**config.mk**
```make
export PLATFORM = sky130hd
export DESIGN_NAME = avalon_st_pkt_stats_flat
export DESIGN_NICKNAME = d
export VERILOG_FILES = /design/src/rtl/avalon_st_pkt_stats_pkg.sv /design/src/rtl/avalon_st_if.sv /design/src/rtl/avalon_st_pkt_stats_sat_counter.sv /design/src/rtl/avalon_st_pkt_stats.sv /design/src/flat_wrapper.sv
export SDC_FILE = /design/constraint.sdc
export NUM_CORES = 1
export LEC_CHECK = 0
export CAP_MARGIN = 10
export CORE_MARGIN = 1
export CORE_UTILIZATION = 55
export DETAILED_ROUTE_END_ITERATION = 10
export GPL_ROUTABILITY_DRIVEN = 0
export PLACE_DENSITY = 0.86
export RECOVER_POWER = 25
export SLEW_MARGIN = 20
export SYNTH_ARGS = -nofsm -noshare
export SYNTH_HDL_FRONTEND = slang
export SYNTH_HIERARCHICAL = 1
export SYNTH_SLANG_ARGS = --single-unit
```
**constraint.sdc**
```tcl
create_clock -name clk -period 5.93 [get_ports clk]
set_input_delay 1.186 -clock clk [delete_from_list [all_inputs] [get_ports clk]]
set_output_delay 1.186 -clock clk [all_outputs]
set_load 0.02 [all_outputs]
```
**src/rtl/avalon_st_pkt_stats_pkg.sv**
```systemverilog
// Shared types and default widths for the Avalon-ST packet statistics tap.
package avalon_st_pkt_stats_pkg;

   typedef enum logic {
      IDLE   = 1'b0,
      IN_PKT = 1'b1
   } pkt_stats_state_e;

   localparam int PKT_LEN_W = 16;
   localparam int PKT_CNT_W = 32;

endpackage

```
**src/rtl/avalon_st_if.sv**
```systemverilog
// Minimal Avalon-ST link: valid/ready handshake with packet framing.
interface avalon_st_if #(
   parameter int DATA_W = 32
);
   logic              valid;
   logic              ready;
   logic              sop;
   logic              eop;
   logic [DATA_W-1:0] data;

   modport master (output valid, output sop, output eop, output data, input ready);
   modport slave  (input valid, input sop, input eop, input data, output ready);
endinterface

```
**src/rtl/avalon_st_pkt_stats_sat_counter.sv**
```systemverilog
// Counter with synchronous clear and increment; saturates or wraps.
// Clear and increment together yield 1, so no event is lost on a clear.
module sat_counter #(
   parameter int WIDTH    = 16,
   parameter bit SATURATE = 1'b1
) (
   input  logic             clk,
   input  logic             rst_n,
   input  logic             inc,
   input  logic             clr,
   output logic [WIDTH-1:0] value,
   output logic             ovf
);

   logic [WIDTH-1:0] value_q;
   logic [WIDTH-1:0] value_d;
   logic [WIDTH-1:0] base;

   // Next value: start from 0 on clear, flag overflow when incrementing all-ones.
   always_comb begin
      base    = clr ? '0 : value_q;
      ovf     = inc && (base == {WIDTH{1'b1}});
      value_d = base;
      if (inc && !(ovf && SATURATE)) begin
         value_d = base + WIDTH'(1);
      end
   end

   // Count register.
   always_ff @(posedge clk) begin
      if (!rst_n) begin
         value_q <= '0;
      end else begin
         value_q <= value_d;
      end
   end

   assign value = value_q;

endmodule

```
**src/rtl/avalon_st_pkt_stats.sv**
```systemverilog
// Avalon-ST packet statistics tap: pass-through or always-ready sink that
// tracks packet length, completed packets and framing errors.
module avalon_st_pkt_stats
   import avalon_st_pkt_stats_pkg::*;
#(
   parameter int LEN_W        = PKT_LEN_W,
   parameter int CNT_W        = PKT_CNT_W,
   parameter bit SATURATE     = 1'b1,
   parameter bit PASS_THROUGH = 1'b1
) (
   input  logic             clk,
   input  logic             rst_n,
   avalon_st_if.slave       msg_in,
   avalon_st_if.master      msg_out,
   input  logic             clear,
   output logic             in_pkt,
   output logic [LEN_W-1:0] cur_len,
   output logic [LEN_W-1:0] last_len,
   output logic             last_len_vld,
   output logic             len_ovf,
   output logic [CNT_W-1:0] pkt_cnt,
   output logic [CNT_W-1:0] err_cnt,
   output logic             err_orphan,
   output logic             err_restart
);

   pkt_stats_state_e state_q, state_d;
   logic [LEN_W-1:0] last_len_q, last_len_d;
   logic             last_len_vld_q, last_len_vld_d;
   logic             len_ovf_q, len_ovf_d;
   logic             ovf_flag_q, ovf_flag_d;
   logic             err_orphan_q, err_orphan_d;
   logic             err_restart_q, err_restart_d;

   logic             beat;
   logic             is_idle;
   logic             orphan;
   logic             restart;
   logic             complete;
   logic             cur_inc;
   logic             cur_clr;
   logic             cur_ovf;
   logic             pkt_ovf;
   logic             err_ovf;

   // Data path: zero-latency forwarding, or a terminating always-ready sink.
   if (PASS_THROUGH) begin : g_pass
      assign msg_out.valid = msg_in.valid;
      assign msg_out.sop   = msg_in.sop;
      assign msg_out.eop   = msg_in.eop;
      assign msg_out.data  = msg_in.data;
      assign msg_in.ready  = msg_out.ready;
   end else begin : g_sink
      assign msg_out.valid = 1'b0;
      assign msg_out.sop   = 1'b0;
      assign msg_out.eop   = 1'b0;
      assign msg_out.data  = '0;
      assign msg_in.ready  = 1'b1;
   end

   // Beat classification and next-state/statistics logic.
   always_comb begin
      beat     = msg_in.valid & msg_in.ready;
      is_idle  = (state_q == IDLE);
      orphan   = beat & ~msg_in.sop & is_idle;
      restart  = beat & msg_in.sop & ~is_idle;
      complete = beat & msg_in.eop & (msg_in.sop | ~is_idle);
      cur_inc  = beat & (msg_in.sop | ~is_idle);
      cur_clr  = beat & msg_in.sop;

      state_d = state_q;
      if (beat) begin
         if (msg_in.sop) begin
            state_d = msg_in.eop ? IDLE : IN_PKT;
         end else if (!is_idle && msg_in.eop) begin
            state_d = IDLE;
         end
      end

      ovf_flag_d = (cur_clr ? 1'b0 : ovf_flag_q) | cur_ovf;

      last_len_d = last_len_q;
      len_ovf_d  = len_ovf_q;
      if (complete) begin
         if (msg_in.sop) begin
            last_len_d = LEN_W'(1);
         end else if (cur_ovf) begin
            last_len_d = SATURATE ? cur_len : '0;
         end else begin
            last_len_d = cur_len + LEN_W'(1);
         end
         len_ovf_d = ovf_flag_d;
      end else if (clear) begin
         last_len_d = '0;
         len_ovf_d  = 1'b0;
      end

      last_len_vld_d = complete;
      err_orphan_d   = orphan;
      err_restart_d  = restart;
   end

   // State, latched length and pulse registers.
   always_ff @(posedge clk) begin
      if (!rst_n) begin
         state_q        <= IDLE;
         last_len_q     <= '0;
         last_len_vld_q <= 1'b0;
         len_ovf_q      <= 1'b0;
         ovf_flag_q     <= 1'b0;
         err_orphan_q   <= 1'b0;
         err_restart_q  <= 1'b0;
      end else begin
         state_q        <= state_d;
         last_len_q     <= last_len_d;
         last_len_vld_q <= last_len_vld_d;
         len_ovf_q      <= len_ovf_d;
         ovf_flag_q     <= ovf_flag_d;
         err_orphan_q   <= err_orphan_d;
         err_restart_q  <= err_restart_d;
      end
   end

   sat_counter #(.WIDTH(LEN_W), .SATURATE(SATURATE)) u_cur_len (
      .clk   (clk),
      .rst_n (rst_n),
      .inc   (cur_inc),
      .clr   (cur_clr),
      .value (cur_len),
      .ovf   (cur_ovf)
   );

   sat_counter #(.WIDTH(CNT_W), .SATURATE(SATURATE)) u_pkt_cnt (
      .clk   (clk),
      .rst_n (rst_n),
      .inc   (complete),
      .clr   (clear),
      .value (pkt_cnt),
      .ovf   (pkt_ovf)
   );

   sat_counter #(.WIDTH(CNT_W), .SATURATE(SATURATE)) u_err_cnt (
      .clk   (clk),
      .rst_n (rst_n),
      .inc   (orphan | restart),
      .clr   (clear),
      .value (err_cnt),
      .ovf   (err_ovf)
   );

   assign in_pkt       = (state_q == IN_PKT);
   assign last_len     = last_len_q;
   assign last_len_vld = last_len_vld_q;
   assign len_ovf      = len_ovf_q;
   assign err_orphan   = err_orphan_q;
   assign err_restart  = err_restart_q;

endmodule

```
**src/flat_wrapper.sv**
```systemverilog
// flat-port wrapper written by rule: the top's interface ports become plain ports
module avalon_st_pkt_stats_flat import avalon_st_pkt_stats_pkg::*;
#(
   parameter int LEN_W        = PKT_LEN_W,
   parameter int CNT_W        = PKT_CNT_W,
   parameter bit SATURATE     = 1'b1,
   parameter bit PASS_THROUGH = 1'b1
)
  (clk, rst_n, clear, in_pkt, cur_len, last_len, last_len_vld, len_ovf, pkt_cnt, err_cnt, err_orphan, err_restart, msg_in_valid, msg_in_sop, msg_in_eop, msg_in_data, msg_in_ready, msg_out_valid, msg_out_sop, msg_out_eop, msg_out_data, msg_out_ready);
  avalon_st_if #(.DATA_W(8)) msg_in_i ();
  avalon_st_if #(.DATA_W(8)) msg_out_i ();
  input  logic clk;
  input  logic rst_n;
  input  logic clear;
  output logic in_pkt;
  output logic [LEN_W-1:0] cur_len;
  output logic [LEN_W-1:0] last_len;
  output logic last_len_vld;
  output logic len_ovf;
  output logic [CNT_W-1:0] pkt_cnt;
  output logic [CNT_W-1:0] err_cnt;
  output logic err_orphan;
  output logic err_restart;
  input wire logic [$bits(msg_in_i.valid)-1:0] msg_in_valid;
  input wire logic [$bits(msg_in_i.sop)-1:0] msg_in_sop;
  input wire logic [$bits(msg_in_i.eop)-1:0] msg_in_eop;
  input wire logic [$bits(msg_in_i.data)-1:0] msg_in_data;
  output wire logic [$bits(msg_in_i.ready)-1:0] msg_in_ready;
  output wire logic [$bits(msg_out_i.valid)-1:0] msg_out_valid;
  output wire logic [$bits(msg_out_i.sop)-1:0] msg_out_sop;
  output wire logic [$bits(msg_out_i.eop)-1:0] msg_out_eop;
  output wire logic [$bits(msg_out_i.data)-1:0] msg_out_data;
  input wire logic [$bits(msg_out_i.ready)-1:0] msg_out_ready;
  assign msg_in_i.valid = msg_in_valid;
  assign msg_in_i.sop = msg_in_sop;
  assign msg_in_i.eop = msg_in_eop;
  assign msg_in_i.data = msg_in_data;
  assign msg_in_ready = msg_in_i.ready;
  assign msg_out_valid = msg_out_i.valid;
  assign msg_out_sop = msg_out_i.sop;
  assign msg_out_eop = msg_out_i.eop;
  assign msg_out_data = msg_out_i.data;
  assign msg_out_i.ready = msg_out_ready;
  avalon_st_pkt_stats #(.LEN_W(LEN_W), .CNT_W(CNT_W), .SATURATE(SATURATE), .PASS_THROUGH(PASS_THROUGH)) u_core (.clk(clk), .rst_n(rst_n), .msg_in(msg_in_i), .msg_out(msg_out_i), .clear(clear), .in_pkt(in_pkt), .cur_len(cur_len), .last_len(last_len), .last_len_vld(last_len_vld), .len_ovf(len_ovf), .pkt_cnt(pkt_cnt), .err_cnt(err_cnt), .err_orphan(err_orphan), .err_restart(err_restart));
endmodule
```
## Word-level counts from Yosys, hierarchy flattened

Index checks and enable logic that the tools add are counted.

| operators by class | value |
|---|---|
| divide/modulo/power cells | 0 |
| multiplexer cells | 16 |
| magnitude comparators | 0 |
| equal/unequal tests | 3 |
| shifts and indexed selects | 0 |
| multipliers | 0 |
| add/sub/neg operators | 4 |
| reduce and logical (&&, ||, !) cells | 13 |
| bitwise operators | 13 |

Operators by type and width:

| cell | number |
|---|---|
| $mux 32 | 4 |
| $mux 16 | 6 |
| $add 32x1->32 const B | 2 |
| $eq 32x32->1 const B | 2 |
| $add 16x1->16 const B | 2 |
| $eq 16x16->1 const B | 1 |
| $and 1x1->1 | 8 |
| $logic_and 1x1->1 | 7 |
| $mux 1 | 6 |
| $reduce_bool 2->1 | 2 |
| $logic_not 1->1 | 3 |
| $or 1x1->1 | 3 |
| $not 1->1 | 2 |
| $reduce_and 2->1 | 1 |

| storage, ports and cells | value |
|---|---|
| flip-flop bits (word level) | 102 |
| memories | 0 |
| logic and storage cells | 59 |
| RAM bits | 0 |
| ROM bits | 0 |
| output and inout port bits | 113 |
| latch bits | 0 |
| bits of input ports | 15 |

## Longest topological paths before layout

| logic depth | value |
|---|---|
| depth after elaboration | 8 |
| mapped depth | 14 |
| mapped depth without buffers | 11 |

## Modules after synthesis

The synthesis kept the hierarchy.

Modules (own cells, without submodules):

| module | area each (sq um) | cells an instance | instances | sequential area each (sq um) |
|---|---|---|---|---|
| sat_counter (u_core.u_err_cnt ...) | 1724.2 | 207 | 2 | 640.6 |
| avalon_st_pkt_stats | 1188.6 | 120 | 1 | 440.4 |
| sat_counter (u_core.u_cur_len) | 1003.5 | 117 | 1 | 320.3 |

## Least setup slack after synthesis

Ideal clock, no wire load.

| timing | value |
|---|---|
| kind | input port to flip-flop |
| start | input msg_in_sop |
| end | register u_core.last_len_q[11] (netlist: u_core/last_len[11]) |
| setup time | 0.120 ns |
| path slack | 2.588 ns |
| cell stages on the path | 13 |
| arrival time | 3.222 ns |
| buffers on the path | 2 |
| cells stage by stage | nand3_1 -> inv_1 -> clkbuf_1 -> nor2b_1 -> ha_1 -> and3_1 -> buf_6 -> nand2_1 -> nor2_1 -> nand3b_1 -> nor4_2 -> xnor2_1 -> o2bb2ai_1 |

| between the ends | value |
|---|---|
| word-level cells in the longest chain between the ends | 7 |

Ends and longest elaborated chain:

| element | RTL line | text |
|---|---|---|
| start: declaration | flat_wrapper.sv:25 | `input wire logic [$bits(msg_in_i.sop)-1:0] msg_in_sop;` |
| $and 1x1->1 | avalon_st_pkt_stats.sv:69 | `cur_clr = beat & msg_in.sop;` |
| via u_core.cur_clr | avalon_st_pkt_stats.sv:41 | `logic cur_clr;` |
| $mux 16 | avalon_st_pkt_stats_sat_counter.sv:21 | `base = clr ? '0 : value_q;` |
| $eq 16x16->1 | avalon_st_pkt_stats_sat_counter.sv:22 | `ovf = inc && (base == {WIDTH{1'b1}});` |
| $logic_and 1x1->1 | avalon_st_pkt_stats_sat_counter.sv:22 |  |
| via u_core.cur_ovf | avalon_st_pkt_stats.sv:42 | `logic cur_ovf;` |
| $mux 16 | avalon_st_pkt_stats.sv:87 | `end else if (cur_ovf) begin` |
| $mux 16 | avalon_st_pkt_stats.sv:85 | `if (msg_in.sop) begin` |
| $mux 16 | avalon_st_pkt_stats.sv:84 | `if (complete) begin` |
| end signal: assignment | avalon_st_pkt_stats.sv:115 | `last_len_q <= last_len_d;` |
| end: declaration | avalon_st_pkt_stats.sv:28 | `logic [LEN_W-1:0] last_len_q, last_len_d;` |

The timed path passes the listed nets, and every way through them passes these cells.
A chain may end at the register's enable or synchronous reset.

## Worst setup path after layout

| timing | value |
|---|---|
| start | input msg_in_sop |
| end | register u_core.last_len_q[10] (netlist: u_core/last_len[10]) |

Same word-level chain as after synthesis.

==> results.ini <==
[run_status]
outcome=finished clean

[route]
postRouteAntennaNets=0
finalWirelength_um=15000
detailedRoute.firstPassIterationCount=5
residual_drc_count=0
detail_route.wl_per_cell_um=17.2
viasPerCell=6.27
drt-initial-drc-count=419
vias=5457

[sta]
final_min_period_over_clock_period_pct=69.5
rsz_0062_raised_after_global_routing=no
final_period_minus_worst_setup_slack_ps=4120
worst-slew-pin-transition_ps=1080
max_slew_margin_pct=27.6
timing.clock.skew_ps=14.4
final-setup-viol-count=0
fmax_ghz=0.243
fin_tns_setup_ps=0
drv_slew=0
finalHoldViolCount=0

[pwr]
vdd.ir_drop.worst_uv=132
seq_power_share_pct=55.8
pwr-share-comb_pct=4.6
power_switching_uw=271
clock_power_share_pct=39.6
cellInternalPower_uw=964
total_leakage_power_uw=0.00247
power.switching_fraction_pct=21.9
p_total_uw=1240
power_density_over_the_cells_nw_per_um2=179

[die]
core_region_area_um2=9820
floorplan.io_pins=128
die-width_um=103
fp-row-count=36
floorplan.die.height_um=103
initial_core_util_pct=57.2
die_area_um2=10600

[min_path]
hold_path_startpoint=u_core/last_len[6]
worstHoldPathType=reg -> reg

[flow_run]
drv_cap=0

[logic_synthesis]
synth.cell_area_um2=5610
syn-instance-count=645
synth-warning-count=6
synth_fp_nets=662
syn-mean-instance-area_um2=8.70

[clock_tree]
post_cts.repair.setup_buffers=0
hold_buffers=0
tritoncts=built
htree_levels=3
post_cts_resize_count=0
clk-insertion-delay-late_ps=360
cts-root-to-sink-buffers=2
ctsRootBufferMaster=clkbuf_8
numCtsBuffers=9
numClockSinks=102
clock_slew_seen_by_the_registers_of_the_worst_setup_and_hold_paths_ps=90

[critical_path]
max_stage_delay_ps=610
setup.worst_path.start_class=input port
critical_path_class=in -> reg
cp_cell_sequence=dlygate4sd3_1 > nand3_1 > inv_1 > nor2b_1 > ha_1 > and3_1 > nand2_1 > nor2_1 > nand2b_1 > nor3_1 > xnor2_1 > o2bb2ai_1
reg_to_reg_start=u_core/in_pkt
slowest_stage=dlygate4sd3_1
reg2reg_slack_ps=3010
worstSetupEndpointType=register
worst-endpoint-required_ps=6160
critPathArrivalTime_ps=4350
crit_fanout=14
critPathLaunch=msg_in_sop

[grt]
gr-total-overflow=0
grt_util_all_layers_pct=28.4
grt_antenna_before_repair=0
grt_start_max_net_pins=32
grt_pass1_wl_um=23900
first_global_vias=4998

[placement]
port_buffers=111
dpl.hpwl_um=10600

[finish]
final_layout_size_suffix_gt1_share_pct=6.24
layout_commonest_cell=dfxtp_1
flow.area_growth_from_synthesis_pct=22.8
antenna_cells=0
finish.net_count=750
layout_common_cells=dfxtp_1 (102), clkdlybuf4s50_1 (68), nand2_1 (63)

==> final cells by class <==
type,instances,area (um^2)
Multi-Input combinational cell,488,3260
Fill cell,817,2930
Sequential cell,102,2040
Tap cell,133,166
Timing Repair Buffer,113,1130
Clock buffer,12,155
Inverter,19,71.3
Clock inverter,3,67.6
==> metal layers <==
metal / track usage [%] / vias up / wire length, um
li1: - / 2566 / -
met1: 35.7 / 2611 / 6320
met2: 47.4 / 252 / 7370
met3: 6.10 / 28 / 989
met4: 11.5 / 0 / 274
met5: 0 / - / 0
==> path summary, 6_finish.rpt <==
path | to | depth (start not counted)
worst max-delay path | u_core/last_len[10] | 12
worst min-delay path | u_core/last_len[6] | 1
worst max register to register | u_core/u_pkt_cnt/value[25] | 7
worst min register to register | u_core/last_len[6] | 1
==> power groups by stage <==
stage / Sequential [uW] / Combinational (uW) / Clock (uW)
5_1_grt: 690 / 61.0 / 530
3_3_place_gp: 705 / 55.2 / 0
4_1_cts: 689 / 56.6 / 500
3_5_place_dp: 705 / 56.1 / 0
6_report: 689 / 56.7 / 490
2_1_floorplan: 707 / 40.7 / 0
==> sequential cells by signal (all words and copies together) (netlist names) <==
register / cells
u_core/u_err_cnt/value: 32
u_core/u_pkt_cnt/value: 32
u_core/last_len: 16
u_core/u_cur_len/value: 16
u_core/err_orphan: 1
u_core/err_restart: 1
u_core/in_pkt: 1
u_core/last_len_vld: 1
u_core/len_ovf: 1
u_core/ovf_flag_q: 1
==> critical path, delay by kind of cell <==
family | cells | cell delay [ps]
AOI/OAI and AO/OA | 1 | 80
xor gates and xnor gates | 1 | 180
adders and majority gates | 1 | 290
buffers and inverters | 2 | 810
and+or+nand+nor | 7 | 1820
==> per-stage QoR <==
stage	cells	worst slack (ps)	util [%]	hold WS, ps	instance area, um^2
2_1_floorplan	645	2590	-	491	5610
3_3_place_gp	855	1790	67.9	449	6670
5_1_grt	870	1610	70.2	487	6890
6_report	870	1810	70.2	458	6890
4_1_cts	870	1970	70.2	470	6890
3_5_place_dp	855	1580	67.9	445	6670
(Power assumes the default switching activity.)
